File: config.mk
export PLATFORM = sky130hd
export DESIGN_NAME = parallel_adder
export DESIGN_NICKNAME = d
export VERILOG_FILES = /design/src/rtl/parallel_adder.sv
export SDC_FILE = /design/constraint.sdc
export NUM_CORES = 1
export LEC_CHECK = 0
export ABC_AREA = 1
export CAP_MARGIN = 25
export CORE_AREA = 5 5 42 44
export DETAILED_ROUTE_END_ITERATION = 10
export DIE_AREA = 0 0 47 49
export PLACE_DENSITY_LB_ADDON = 0.05
export SYNTH_ARGS = -nofsm -noshare
export SYNTH_HDL_FRONTEND = slang
export SYNTH_SLANG_ARGS = --single-unit
File: constraint.sdc
create_clock -name clk -period 2.6 [get_ports clk]
set_input_delay 0.52 -clock clk [delete_from_list [all_inputs] [get_ports clk]]
set_output_delay 0.52 -clock clk [all_outputs]
set_load 0.02 [all_outputs]
File: src/rtl/parallel_adder.sv
// parallel_adder: ripple-carry adder with a registered, valid-qualified copy of the result.
// Define PARALLEL_ADDER_OVF_EN to add two's-complement overflow outputs ovf/ovf_q.
module parallel_adder #(
    parameter int WIDTH = 4
) (
    input  logic             clk,
    input  logic             rst,
    input  logic [WIDTH-1:0] a,
    input  logic [WIDTH-1:0] b,
    input  logic             cin,
    input  logic             in_valid,
    output logic [WIDTH-1:0] s,
    output logic             cout,
    output logic [WIDTH-1:0] s_q,
    output logic             cout_q,
    output logic             out_valid
`ifdef PARALLEL_ADDER_OVF_EN
    ,
    output logic             ovf,
    output logic             ovf_q
`endif
);
`ifdef PARALLEL_ADDER_OVF_EN
    localparam int RW = WIDTH + 2;
`else
    localparam int RW = WIDTH + 1;
`endif
    logic [WIDTH:0]   c;
    logic [WIDTH-1:0] p;
    logic [RW-1:0]    res;
    logic [RW-1:0]    res_d;
    logic [RW-1:0]    res_q;
    logic             valid_q;
    assign c[0] = cin;
    assign p    = a ^ b;
    for (genvar i = 0; i < WIDTH; i++) begin : g_fa
        assign s[i]   = p[i] ^ c[i];
        assign c[i+1] = (a[i] & b[i]) | (c[i] & p[i]);
    end
    assign cout = c[WIDTH];
`ifdef PARALLEL_ADDER_OVF_EN
    // Signed overflow: like-signed operands producing a result of the other sign.
    assign ovf   = (a[WIDTH-1] == b[WIDTH-1]) && (s[WIDTH-1] != a[WIDTH-1]);
    assign res   = {ovf, cout, s};
    assign ovf_q = res_q[WIDTH+1];
`else
    assign res = {cout, s};
`endif
    always_comb begin
        res_d = in_valid ? res : res_q;
    end
    always_ff @(posedge clk or posedge rst) begin
        if (rst) begin
            res_q   <= '0;
            valid_q <= 1'b0;
        end else begin
            res_q   <= res_d;
            valid_q <= in_valid;
        end
    end
    assign s_q       = res_q[WIDTH-1:0];
    assign cout_q    = res_q[WIDTH];
    assign out_valid = valid_q;
endmodule

==> impl_metrics.json, run 1 <==
{
  "design.core.area_um2": 1400,
  "wl_um": 695,
  "period_needed_ns": 2.75,
  "overflow": 0,
  "avgSynthCellArea_um2": 8.96,
  "cts-root-buf": "clkbuf_4",
  "multi_input_area_um2": 144,
  "fin_skew_ns": 0,
  "dieArea_um2": 2300,
  "synth_cells": 37,
  "grt_pass1_vias": 260,
  "grt_max_degree": 8,
  "final_nets": 84,
  "switchingPower_mw": 0.113,
  "die_w_um": 47,
  "clk_latency_ns": 0.24,
  "seqCellArea_um2": 150,
  "cp.arrival_ns": 2.23,
  "slowest_delay_ns": 0.41,
  "ir_drop_mv": 0.195,
  "cp_common_cell": "inv_2",
  "critPathMaxFanout": 2,
  "cp_slowest_cell": "fa_1",
  "syn_to_final_growth_pct": 84.2,
  "wl_per_cell_um": 8.48,
  "ys_ff_latch": 6,
  "dp.cells": 78,
  "p_seq_frac": 0.325,
  "ioPinCount": 23,
  "yosys_warnings": 0,
  "drv_slew": 0,
  "setup_slack_ns": -0.148,
  "clkPwrFrac": 0.243,
  "drt-initial-drc-count": 2,
  "final_common_cell": "nand2_1",
  "max_freq_ghz": 0.364,
  "combPwrFrac": 0.431,
  "min_path_type": "flip-flop to flip-flop",
  "grt_antenna_before_repair": 0,
  "initial_core_util": 0.237,
  "crit_required_ns": 2.08,
  "syn_area_um2": 332,
  "grt_pass1_wl_um": 1060,
  "cts_hold_buf": 0,
  "status": "complete, but fails checks",
  "die_h_um": 49,
  "synth_cell_type_count": 5,
  "dp_hpwl_um": 619,
  "cts_inserted_buffers": 3,
  "routed_via_density": 3.74,
  "clock-sinks": 6,
  "grt_usage": 0.0712,
  "cap_violations": 0,
  "drc_errors": 0,
  "start_kind": "input port",
  "worst_slew_pin_slew_ns": 0.241,
  "ctsHtreeMaxLevel": 1,
  "vias": 307,
  "path_clk_slew_ns": 0.04,
  "final_cell_mix": "nand2_1, clkdlybuf4s50_1, inv_2",
  "grt_setup_unrepaired": "yes",
  "fill_cells": 165,
  "post-place-ws_ns": -1.06,
  "power_mw": 0.350,
  "swShare": 0.323,
  "core.rowCount": 14,
  "leakage_nw": 0.326,
  "endpoint_kind": "output pin",
  "io_buffers": 22,
  "drive_gt1_frac": 0.348,
  "hold_viol": 0,
  "powerDensity_nw_per_um2": 573,
  "first_pass_iters": 2,
  "clk_path_buf_depth": 2,
  "internal_power_mw": 0.237,
  "fin_crit_sh": 1.06,
  "fin_util": 0.436,
  "ant_nets": 0,
  "path_cells": "buf_6 -> fa_2 -> inv_2 -> fa_2 -> inv_2 -> fa_2 -> inv_2 -> fa_1 -> inv_2 -> buf_6",
  "antenna_cells": 0,
  "violations": "negative setup slack",
  "worstSetupPathType": "input port to output pin",
  "tritoncts": "done",
  "setup_viol": 1,
  "max_slew_margin": 0.839,
  "routabilityCongestion": 0.628,
  "yosysSeqAreaShare": 0.453,
  "synth_nets": 53,
  "instances_no_fill": 82
}
==> through the flow <==
stage	cell area [um2]	hold WS, ns	setup TNS [ns]
2_1_floorplan	339	0.311	-0.0195
3_3_place_gp	602	0.457	-3.36
3_5_place_dp	602	0.466	-3.41
4_1_cts	617	0.477	-0.160
5_1_grt	611	0.492	-0.227
6_report	611	0.468	-0.148
==> layout make-up <==
type	count	share of cell area
timing repair buffer	26	0.375
sequential	6	0.246
multi-input combinational	19	0.236
inverter	12	0.0738
clock buffer	3	0.0369
tap	16	0.0328
==> metal layers <==
metal	GRT usage	vias up	share of wire
met2	0.109	13	0.56
met5	0	-	0
met4	0.0829	0	0.035
met3	0.0332	2	0.099
met1	0.0568	131	0.30
li1	-	161	-
==> final timing paths <==
path	start	endpoint	slack, ns	cells past startpoint
setup / recovery	a[0]	s[3]	-0.15	10
hold / removal	res_q[0]$_DFFE_PP0P_	res_q[0]$_DFFE_PP0P_	0.47	2
setup reg to reg	res_q[1]$_DFFE_PP0P_	res_q[1]$_DFFE_PP0P_	2.01	2
hold reg to reg	res_q[0]$_DFFE_PP0P_	res_q[0]$_DFFE_PP0P_	0.47	2
max in group asynchronous	rst	res_q[0]$_DFFE_PP0P_	1.91	2
min in group asynchronous	rst	res_q[3]$_DFFE_PP0P_	0.49	2
==> sequential cells by signal, summed over array words and instances, names as in the netlist <==
register and count:
out_valid 1, res_q 5
==> kinds of logic (layout without fill, tap and decap cells) <==
kind of cell,count (synthesis),in the layout,synth area share
and+or+nand+nor,15,15,0.170
buffers and inverters,12,41,0.136
DFF,6,6,0.453
adders and majority gates,4,4,0.242
==> what timing repair did <==
| action | CTS | global route |
|---|---|---|
| cloned | 0 | 0 |
| buffers inserted | 1 | 0 |
| hold endpoints to repair | 0 | 0 |
| pin swaps | 4 | 0 |
| setup endpoints to repair | 5 | 2 |
| gates resized for setup | 31 | 1 |
==> Yosys cell counts, drive strengths merged <==
| cell type | number | share of area |
|---|---|---|
| dfrtp | 6 | 0.45 |
| fa | 4 | 0.24 |
| inv | 12 | 0.14 |
| nand2 | 15 | 0.17 |
==> worst max-delay path: cells and delay by family <==
kind       cells  cell delay [ns]
buf+inv        6             0.42
fa+ha+maj      4             1.28
==> power groups by stage <==
stage | Combinational (mW) | Sequential, mW | Clock [mW]
finish | 0.151 | 0.114 | 0.0850
global placement | 0.158 | 0.115 | 0
detailed placement | 0.158 | 0.115 | 0
floorplan | 0.0556 | 0.132 | 0
CTS | 0.157 | 0.114 | 0.0927
global route | 0.164 | 0.116 | 0.100
Note: power is estimated with default switching activity, not from simulation.
==> run 2, diff against run 1 <==
- CTS_BUF_LIST: not set -> sky130_fd_sc_hd__clkbuf_4 sky130_fd_sc_hd__clkbuf_8
==> results of run 2 <==
No change in the layout: final DEF, timing and power equal those of run 1.
==> run 3, diff against run 2 <==
- clock period: 2.6 -> 2.4 ns (I/O delays scaled with it)
==> run 3 against run 2 <==
  * The flow still finishes with violations (negative setup slack)
  * Sequential cell count unchanged
  * Sequential share of layout area is 1.1 points lower
  * Count of clock-buffer cells in the layout did not move
  * Combinational power is 17% higher
  * Register-to-register slack worse by 0.21 ns
  * Routed wire length increased by 3.3%
  * Cell count rose by 2.4%
  * Hold slack worse by 0.012 ns
  * Sequential power is 8% higher
  * Global-route usage shrank 0.38 points
  * Non-clock buffer count grew 2
  * Clock skew unchanged
  * Critical endpoint unchanged
  * Highest routed layer unchanged
==> impl_metrics.json, run 3 (synthesis results as in run 1) <==
{
  "r2r_slack_ns": 1.80,
  "worst_slew_pin_slew_ns": 0.285,
  "top_register": "res_q",
  "grt_pass1_vias": 275,
  "path_cells": "buf_6 -> fa_2 -> inv_2 -> fa_2 -> inv_2 -> fa_2 -> inv_2 -> fa_1 -> inv_2 -> buf_6",
  "drt-initial-drc-count": 5,
  "path_clk_slew_ns": 0.04,
  "worstSetupPathType": "input port to output pin",
  "fin_util": 0.455,
  "reg2reg_to": "res_q[3]$_DFFE_PP0P_",
  "wl_um": 718,
  "status": "complete, but fails checks",
  "fin_skew_ns": 0,
  "violations": "negative setup slack",
  "cts_hold_buf": 0,
  "cts_inserted_buffers": 3,
  "ctsHtreeMaxLevel": 1,
  "crit_required_ns": 1.92,
  "setup_viol": 2,
  "setup_slack_ns": -0.270,
  "clk_latency_ns": 0.24,
  "io_buffers": 22,
  "met2_usage": 0.106,
  "grt-busiest-layer": "met2",
  "period_needed_ns": 2.67,
  "die_w_um": 47,
  "grt_setup_unrepaired": "yes",
  "ant_nets": 0,
  "largest_reg_flops": 5,
  "grt_max_degree": 8,
  "max_freq_ghz": 0.374,
  "powerDensity_nw_per_um2": 608,
  "endpoint_kind": "output pin",
  "drive_gt1_frac": 0.382,
  "ioPinCount": 23,
  "dp.cells": 78,
  "leakage_nw": 0.339,
  "crit_buf_inv": 6,
  "drc_errors": 0,
  "final_cell_mix": "nand2_1, clkdlybuf4s50_1, inv_2",
  "cp_common_cell": "inv_2",
  "design.core.area_um2": 1400,
  "syn_to_final_growth_pct": 92.5,
  "routabilityCongestion": 0.578,
  "reg2reg_depth": 2,
  "initial_core_util": 0.237,
  "wl_per_cell_um": 8.55,
  "ir_drop_mv": 0.194,
  "overflow": 0,
  "critPathMaxFanout": 2,
  "clock-sinks": 6,
  "cts-root-buf": "clkbuf_4",
  "first_pass_iters": 4,
  "min_path_type": "input port to async pin",
  "die_h_um": 49,
  "tritoncts": "done",
  "max_slew_margin": 0.809,
  "worstSetupStartpoint": "a[0]",
  "power_mw": 0.388,
  "grt_usage": 0.0674,
  "vias": 306,
  "cp_slowest_cell": "fa_1",
  "core.rowCount": 14,
  "cap_violations": 0,
  "use_met1": 0.0676,
  "start_kind": "input port",
  "final_nets": 86,
  "routed_via_density": 3.64,
  "clk_path_buf_depth": 2,
  "grt_antenna_before_repair": 0,
  "grt_pass1_wl_um": 1080,
  "critPathTopFamily": "adder cells",
  "drv_slew": 0,
  "dieArea_um2": 2300,
  "instances_no_fill": 84,
  "r2r_start": "res_q[3]$_DFFE_PP0P_",
  "slowest_delay_ns": 0.41,
  "fin_crit_sh": 1.11,
  "met3_usage": 0.0111,
  "antenna_cells": 0,
  "cp.depth": 10,
  "dp_hpwl_um": 617,
  "final_common_cell": "nand2_1",
  "cp.arrival_ns": 2.19,
  "hold_viol": 0
}
## run 3: timing repair
| action | in CTS | in global routing |
|---|---|---|
| resized for setup | 35 | 2 |
| setup endpoints to repair | 6 | 3 |
| pin swaps | 4 | 0 |
| setup buffers | 2 | 1 |
## run 3: how the worst max path moves through the flow
stage,end,slack [ns]
4_1_cts,s[3],-0.28
6_report,s[3],-0.27
3_3_place_gp,s[3],-1.18
2_1_floorplan,s[3],-0.14
5_1_grt,s[3],-0.33
3_5_place_dp,s[3],-1.18
## run 3: worst register-to-register path: stages, from the launching register on
cell     delay, ns
dfrtp_1       0.37
nand2_1       0.07
nand2_1       0.04
## run 3: where the power goes
group | leakage [nW] | total [mW] | switching (mW) | internal [mW]
logic | 0.253 | 0.177 | 0.0826 | 0.0942
registers | 0.0725 | 0.123 | 0.00713 | 0.116
clock network | 0.0138 | 0.0881 | 0.0319 | 0.0563
total | 0.339 | 0.388 | 0.122 | 0.267
## run 3: layout make-up
type	instances	area [um2]
Tap cell	16	20.0
Inverter	12	45.0
Multi-Input combinational cell	19	144
Timing Repair Buffer	28	256
Fill cell	161	763
Clock buffer	3	22.5
Sequential cell	6	150
## run 3: per-layer routing
metal,part of all wire,up-vias
met2,0.54,12
met1,0.36,130
met3,0.077,2
met4,0.028,0
li1,-,162
met5,0,-
## run 3: stage by stage
stage                     hold slack, ns  setup WS (ns)  cell area (um2)  setup TNS (ns)
after global placement             0.457          -1.18              602           -4.35
after CTS                          0.457         -0.282              624          -0.320
after detailed placement           0.460          -1.18              602           -4.29
after floorplan                    0.271         -0.139              339          -0.139
after global routing               0.478         -0.325              638          -0.410
final                              0.457         -0.270              638          -0.288
